File: src/rtl/mult_controller_if.sv
// mult_controller_if
//   Groups the controller's request/status signals and the handshake with the
//   shift-add datapath into one bundle.
//   master : environment side (top level + datapath). It drives start, abort,
//            zflag and lsb_multiplicand, and observes the controls and status.
//   slave  : the controller itself.
//   Signals:
//     start, abort             request / cancel from the top level
//     zflag, lsb_multiplicand  datapath status (multiplicand == 0, multiplicand bit 0)
//     load, psel, reg_en,      datapath controls
//     shift_en
//     busy, done, result_valid status back to the top level
//     overrun, iter_count
interface mult_controller_if #(
    parameter int CNT_W = 4
);
    logic             start;
    logic             abort;
    logic             zflag;
    logic             lsb_multiplicand;
    logic             load;
    logic             psel;
    logic             reg_en;
    logic             shift_en;
    logic             busy;
    logic             done;
    logic             result_valid;
    logic             overrun;
    logic [CNT_W-1:0] iter_count;

    modport master (
        output start, abort, zflag, lsb_multiplicand,
        input  load, psel, reg_en, shift_en,
        input  busy, done, result_valid, overrun, iter_count
    );

    modport slave (
        input  start, abort, zflag, lsb_multiplicand,
        output load, psel, reg_en, shift_en,
        output busy, done, result_valid, overrun, iter_count
    );
endinterface

File: src/rtl/mult_controller.sv
// mult_controller
//   Sequencing FSM for the sequential shift-add multiplier. A rising edge on
//   start runs one product: load the operands, then alternate TEST with an
//   optional ADD and a SHIFT until the multiplicand register reaches zero or
//   MAX_ITER shifts have been done.
//   Ports:
//     clk    system clock, rising edge
//     rst_n  asynchronous active-low reset
//     bus    mult_controller_if.slave (start/abort in, datapath status in,
//            datapath controls and busy/done/result_valid/overrun/iter_count out)
//
//   state | meaning
//   ------+-------------------------------------------------------------
//   IDLE  | waiting for a start rising edge
//   LOAD  | capture operands, clear product, reset count and flags
//   TEST  | look at zflag / lsb from the previous update and branch
//   ADD   | accumulate multiplier into the product
//   SHIFT | shift operand registers, count the iteration
//   DONE  | one-cycle completion pulse, result becomes valid
module mult_controller #(
    parameter int MAX_ITER = 8,
    parameter int CNT_W    = 4
) (
    input  logic              clk,
    input  logic              rst_n,
    mult_controller_if.slave  bus
);

    localparam logic [2:0] S_IDLE  = 3'd0;
    localparam logic [2:0] S_LOAD  = 3'd1;
    localparam logic [2:0] S_TEST  = 3'd2;
    localparam logic [2:0] S_ADD   = 3'd3;
    localparam logic [2:0] S_SHIFT = 3'd4;
    localparam logic [2:0] S_DONE  = 3'd5;

    localparam logic [CNT_W-1:0] ITER_LAST = CNT_W'(MAX_ITER);

    logic [2:0]       state;
    logic [2:0]       state_nxt;
    logic             start_q;
    logic [CNT_W-1:0] iter_q;
    logic             overrun_q;
    logic             result_valid_q;

    logic start_edge;
    logic in_op;
    logic abort_hit;
    logic iter_limit;

    assign start_edge = bus.start & ~start_q;
    assign in_op      = (state == S_LOAD) || (state == S_TEST) ||
                        (state == S_ADD)  || (state == S_SHIFT);
    assign abort_hit  = bus.abort & in_op;
    assign iter_limit = (iter_q == ITER_LAST);

    always_comb begin
        state_nxt = state;
        case (state)
            S_IDLE:  if (start_edge) state_nxt = S_LOAD;
            S_LOAD:  state_nxt = S_TEST;
            S_TEST: begin
                if (bus.zflag || iter_limit) state_nxt = S_DONE;
                else if (bus.lsb_multiplicand) state_nxt = S_ADD;
                else state_nxt = S_SHIFT;
            end
            S_ADD:   state_nxt = S_SHIFT;
            S_SHIFT: state_nxt = S_TEST;
            S_DONE:  state_nxt = S_IDLE;
            default: state_nxt = S_IDLE;
        endcase
        // Abort overrides whatever the sequence wanted to do next.
        if (abort_hit) state_nxt = S_IDLE;
    end

    always_ff @(posedge clk or negedge rst_n) begin
        if (!rst_n) begin
            state          <= S_IDLE;
            start_q        <= 1'b0;
            iter_q         <= '0;
            overrun_q      <= 1'b0;
            result_valid_q <= 1'b0;
        end else begin
            state   <= state_nxt;
            // Edge register runs in every state so a held start never retriggers.
            start_q <= bus.start;
            case (state)
                S_LOAD: begin
                    iter_q         <= '0;
                    overrun_q      <= 1'b0;
                    result_valid_q <= 1'b0;
                end
                S_TEST: begin
                    // Overrun only when the count limit, not zflag, ends the run.
                    if (!abort_hit && !bus.zflag && iter_limit) overrun_q <= 1'b1;
                end
                S_SHIFT: begin
                    // SHIFT is only reachable below the limit, so this cannot wrap.
                    iter_q <= iter_q + 1'b1;
                end
                S_DONE: begin
                    result_valid_q <= 1'b1;
                end
                default: ;
            endcase
            if (abort_hit) result_valid_q <= 1'b0;
        end
    end

    // Moore decode only: nothing here depends on the inputs.
    assign bus.load         = (state == S_LOAD);
    assign bus.psel         = (state == S_ADD);
    assign bus.reg_en       = (state == S_LOAD) || (state == S_ADD);
    assign bus.shift_en     = (state == S_SHIFT);
    assign bus.busy         = in_op;
    assign bus.done         = (state == S_DONE);
    assign bus.result_valid = result_valid_q;
    assign bus.overrun      = overrun_q;
    assign bus.iter_count   = iter_q;

endmodule

File: src/flat_wrapper.sv
// flat-port wrapper written by rule: the top's interface ports become plain ports
module mult_controller_flat 
#(
    parameter int MAX_ITER = 8,
    parameter int CNT_W    = 4
)
  (clk, rst_n, bus_start, bus_abort, bus_zflag, bus_lsb_multiplicand, bus_load, bus_psel, bus_reg_en, bus_shift_en, bus_busy, bus_done, bus_result_valid, bus_overrun, bus_iter_count);
  mult_controller_if #(.CNT_W(CNT_W)) bus_i ();
  input  logic clk;
  input  logic rst_n;
  input wire logic [$bits(bus_i.start)-1:0] bus_start;
  input wire logic [$bits(bus_i.abort)-1:0] bus_abort;
  input wire logic [$bits(bus_i.zflag)-1:0] bus_zflag;
  input wire logic [$bits(bus_i.lsb_multiplicand)-1:0] bus_lsb_multiplicand;
  output wire logic [$bits(bus_i.load)-1:0] bus_load;
  output wire logic [$bits(bus_i.psel)-1:0] bus_psel;
  output wire logic [$bits(bus_i.reg_en)-1:0] bus_reg_en;
  output wire logic [$bits(bus_i.shift_en)-1:0] bus_shift_en;
  output wire logic [$bits(bus_i.busy)-1:0] bus_busy;
  output wire logic [$bits(bus_i.done)-1:0] bus_done;
  output wire logic [$bits(bus_i.result_valid)-1:0] bus_result_valid;
  output wire logic [$bits(bus_i.overrun)-1:0] bus_overrun;
  output wire logic [$bits(bus_i.iter_count)-1:0] bus_iter_count;
  assign bus_i.start = bus_start;
  assign bus_i.abort = bus_abort;
  assign bus_i.zflag = bus_zflag;
  assign bus_i.lsb_multiplicand = bus_lsb_multiplicand;
  assign bus_load = bus_i.load;
  assign bus_psel = bus_i.psel;
  assign bus_reg_en = bus_i.reg_en;
  assign bus_shift_en = bus_i.shift_en;
  assign bus_busy = bus_i.busy;
  assign bus_done = bus_i.done;
  assign bus_result_valid = bus_i.result_valid;
  assign bus_overrun = bus_i.overrun;
  assign bus_iter_count = bus_i.iter_count;
  mult_controller #(.MAX_ITER(MAX_ITER), .CNT_W(CNT_W)) u_core (.clk(clk), .rst_n(rst_n), .bus(bus_i));
endmodule
File: config.mk
export PLATFORM = sky130hd
export DESIGN_NAME = mult_controller_flat
export DESIGN_NICKNAME = d
export VERILOG_FILES = /design/src/rtl/mult_controller_if.sv /design/src/rtl/mult_controller.sv /design/src/flat_wrapper.sv
export SDC_FILE = /design/constraint.sdc
export NUM_CORES = 1
export LEC_CHECK = 0
export CORE_MARGIN = 1
export CORE_UTILIZATION = 39
export CTS_CLUSTER_DIAMETER = 120
export DETAILED_ROUTE_END_ITERATION = 16
export GPL_TIMING_DRIVEN = 0
export PLACE_DENSITY = 0.75
export SETUP_SLACK_MARGIN = 0.5
export SYNTH_ARGS = -nofsm -noshare
export SYNTH_HDL_FRONTEND = slang
export SYNTH_SLANG_ARGS = --single-unit
File: constraint.sdc
create_clock -name clk -period 1.4 [get_ports clk]
set_clock_uncertainty 0.1 [all_clocks]
set_input_delay 0.21 -clock clk [delete_from_list [all_inputs] [get_ports clk]]
set_output_delay 0.21 -clock clk [all_outputs]
set_load 0.05 [all_outputs]
==> flow_metrics.env <==
export IMPL_tightest_slew_ns=0.474
export IMPL_worstPathCellList="or3b_4, clkinvlp_4, buf_8"
export IMPL_antenna_found_initial=0
export IMPL_finalWorstSetupSlack_ns=-0.261
export IMPL_ant_nets=0
export IMPL_critPathMaxFanout=3
export IMPL_cts_sinks=10
export IMPL_clkTransAtPathRegs_ns=0.07
export IMPL_p_per_area_mw_per_mm2=1180
export IMPL_worstPathRequired_ns=1.09
export IMPL_initial_utilization=0.431
export IMPL_fillers=65
export IMPL_die_y_um=40.4
export IMPL_synth_edff_count=0
export IMPL_clock_latency_ns=0.27
export IMPL_gr_total_overflow=0
export IMPL_ir_worst_vdd_mv=0.925
export IMPL_dpl_worst_slack_ns=-0.685
export IMPL_drc_errors=0
export IMPL_maxCapViolations=0
export IMPL_io_pins=18
export IMPL_critical_path_class="reg2out"
export IMPL_design_die_area_mm2=0.00163
export IMPL_vias=605
export IMPL_drive_above_1_share=0.641
export IMPL_r2r_slack_ns=-0.17
export IMPL_insertedDiodeCount=0
export IMPL_yosysWarnings=0
export IMPL_grt_setup_unrepaired="yes"
export IMPL_final_seq_area_um2=258
export IMPL_clock_path_buffers=2
export IMPL_htree_levels=1
export IMPL_syn_to_final_growth_pct=96.1
export IMPL_wl_per_cell_um=15.2
export IMPL_dr_pass1_iters=4
export IMPL_core_area_mm2=0.00133
export IMPL_syn_area_per_cell_um2=9.90
export IMPL_nNetsFinal=112
export IMPL_grt_pass1_vias=499
export IMPL_slowest_stage="or3b_4"
export IMPL_numPortBuffers=17
export IMPL_finalMaxSlewViolations=0
export IMPL_ys_flop_type="dfrtp_1"
export IMPL_hold_buffers=0
export IMPL_synthArstFlopShare=1.00
export IMPL_placed_cell_area_um2=793
export IMPL_finalSetupViolCount=12
export IMPL_fmax_mhz=602
export IMPL_yosysTopAreaCell="dfrtp_1"
export IMPL_p_total_mw=1.32
export IMPL_ys_ff_latch=10
export IMPL_synth_nets=66
export IMPL_dieWidth_um=40.4
export IMPL_slew_headroom=0.683
export IMPL_yosysUniqueCellTypes=25
export IMPL_fin_area_mm2=0.00113
export IMPL_routed_wl_mm=1.80
export IMPL_fp_row_count=13
export IMPL_cts_root_buf="clkbuf_4"
export IMPL_leakage_nw=0.540
export IMPL_dpl_hpwl_um=827
export IMPL_drt_initial_drc_count=20
export IMPL_syn_cell_area_um2=574
export IMPL_cts_buffers=3
export IMPL_cts_tree="done"
export IMPL_reg2reg_depth=5
export IMPL_fin_crit_ns=1.66
export IMPL_crit_path_max_incr_delay_ns=0.43
export IMPL_grtUsageTotal=0.237
export IMPL_viasPerCell=5.13
export IMPL_postSynthCellCount=58
export IMPL_final_cells=118
export IMPL_hold_slack_ns=0.159
export IMPL_violations="negative setup slack"
export IMPL_grt_pass1_wl_mm=2.32
export IMPL_yosysTopAreaCellShare=0.436
export IMPL_finalHoldViolCount=0
export IMPL_worstHoldPathType="in2async"
export IMPL_timing_final_crit_share=1.19
export IMPL_status="finished with violations"
export IMPL_gp_congestion=0.796
export IMPL_multiInputGateArea_um2=339
export IMPL_start_kind="register"
export IMPL_cp_end_kind="output port"
export IMPL_crit_arrival_ns=1.35
export IMPL_dp_cells=90
export IMPL_ys_seq_area_frac=0.436
export IMPL_yosys_top_cells_area="dfrtp_1 (44%), mux2i_1 (5.2%), nand2_1 (5.2%)"
export IMPL_grt_max_degree=11
Yosys cell counts (2+ instances only):
cell and number:
nand3b_1 2, nand4_1 2, mux2i_1 3, nor2_1 4, nor2b_1 2, ha_1 2, dfrtp_1 10, nor3b_1 3
inv_1 4, a21oi_1 4, nand2_1 8
cell families after synthesis:
logic type,after synthesis,share of synthesized area
xor+xnor,1,0.0153
mux,3,0.0523
flops,10,0.436
buf+inv,7,0.0653
compound gates,10,0.122
fa+ha+maj,2,0.0436
simple gates,25,0.266
worst max-delay path: cells and delay by family (launching register included):
| family | cells | cell delay [ns] |
|---|---|---|
| simple gates | 1 | 0.43 |
| flops | 1 | 0.41 |
| buf+inv | 2 | 0.24 |
layout by cell type (no fill, tap or decap):
master	count
clkinvlp_4	1
o31ai_1	1
ha_2	1
a2111oi_2	1
dfrtp_2	6
o21ai_0	1
nand2_1	7
or3b_4	1
buf_8	9
nor2_1	2
inv_2	2
clkbuf_4	3
a21oi_2	1
o41ai_2	1
a31oi_1	1
nor3b_4	1
nor2_4	1
nor2b_4	2
clkdlybuf4s50_1	5
and3b_2	1
nand3b_1	2
nand2_2	1
ha_1	1
a21o_1	1
and2_4	1
mux2i_1	3
a21oi_1	3
clkbuf_8	1
dfrtp_1	4
xnor2_2	1
nor2_2	1
buf_4	18
buf_6	12
nor3b_1	3
nand4_1	2
inv_1	1
metal layers:
layer  track usage  up-vias  share of wire  wire (um)
met2         0.369       16           0.49        880
met3         0.100        2          0.041         74
met5             0        -              0          0
met4         0.100        0         0.0072         13
met1         0.281      297           0.46        827
li1              -      290              -          -
sequential cells by signal, indices dropped and copies added, names as in the netlist:
signal                   count
u_core.bus.result_valid      1
u_core.bus.iter_count        4
u_core.state                 3
u_core.bus.overrun           1
u_core.start_q               1
report_power, final:
part | leakage (nW) | internal, mW | switching, mW
logic | 0.395 | 0.336 | 0.356
registers | 0.124 | 0.331 | 0.0327
clock network | 0.0210 | 0.158 | 0.109
final timing paths:
check                                                       end                            from
min in group clk                       u_core.start_q$_DFF_PN0_                       bus_start
setup reg to reg           u_core.bus.iter_count[0]$_DFFE_PN0P_     u_core.state[2]$_DFFE_PN0P_
max in group asynchronous  u_core.bus.iter_count[1]$_DFFE_PN0P_                           rst_n
setup / recovery                                       bus_load     u_core.state[2]$_DFFE_PN0P_
hold / removal                      u_core.state[2]$_DFFE_PN0P_                           rst_n
hold reg to reg                  u_core.bus.overrun$_DFFE_PN0P_  u_core.bus.overrun$_DFFE_PN0P_
layout make-up:
cell class	instances	share of cell area
Timing Repair Buffer	41	0.374
Tap cell	15	0.0167
Buffer	3	0.0300
Sequential cell	10	0.229
Clock buffer	4	0.0322
Multi-Input combinational cell	41	0.301
Inverter	4	0.0167
what timing repair did:
item | CTS | global route
endpoints found under the setup margin | 21 | 21
setup buffers | 11 | 13
pin swaps | 6 | 4
resized for setup | 101 | 11
through the flow:
| step | util | TNS (ns) |
|---|---|---|
| after CTS | 0.743 | -1.23 |
| after floorplan | - | -0.759 |
| after global routing | 0.844 | -2.38 |
| after detailed placement | 0.595 | -4.23 |
| final | 0.844 | -1.71 |
| after global placement | 0.595 | -4.16 |
(Power assumes the default switching activity.)
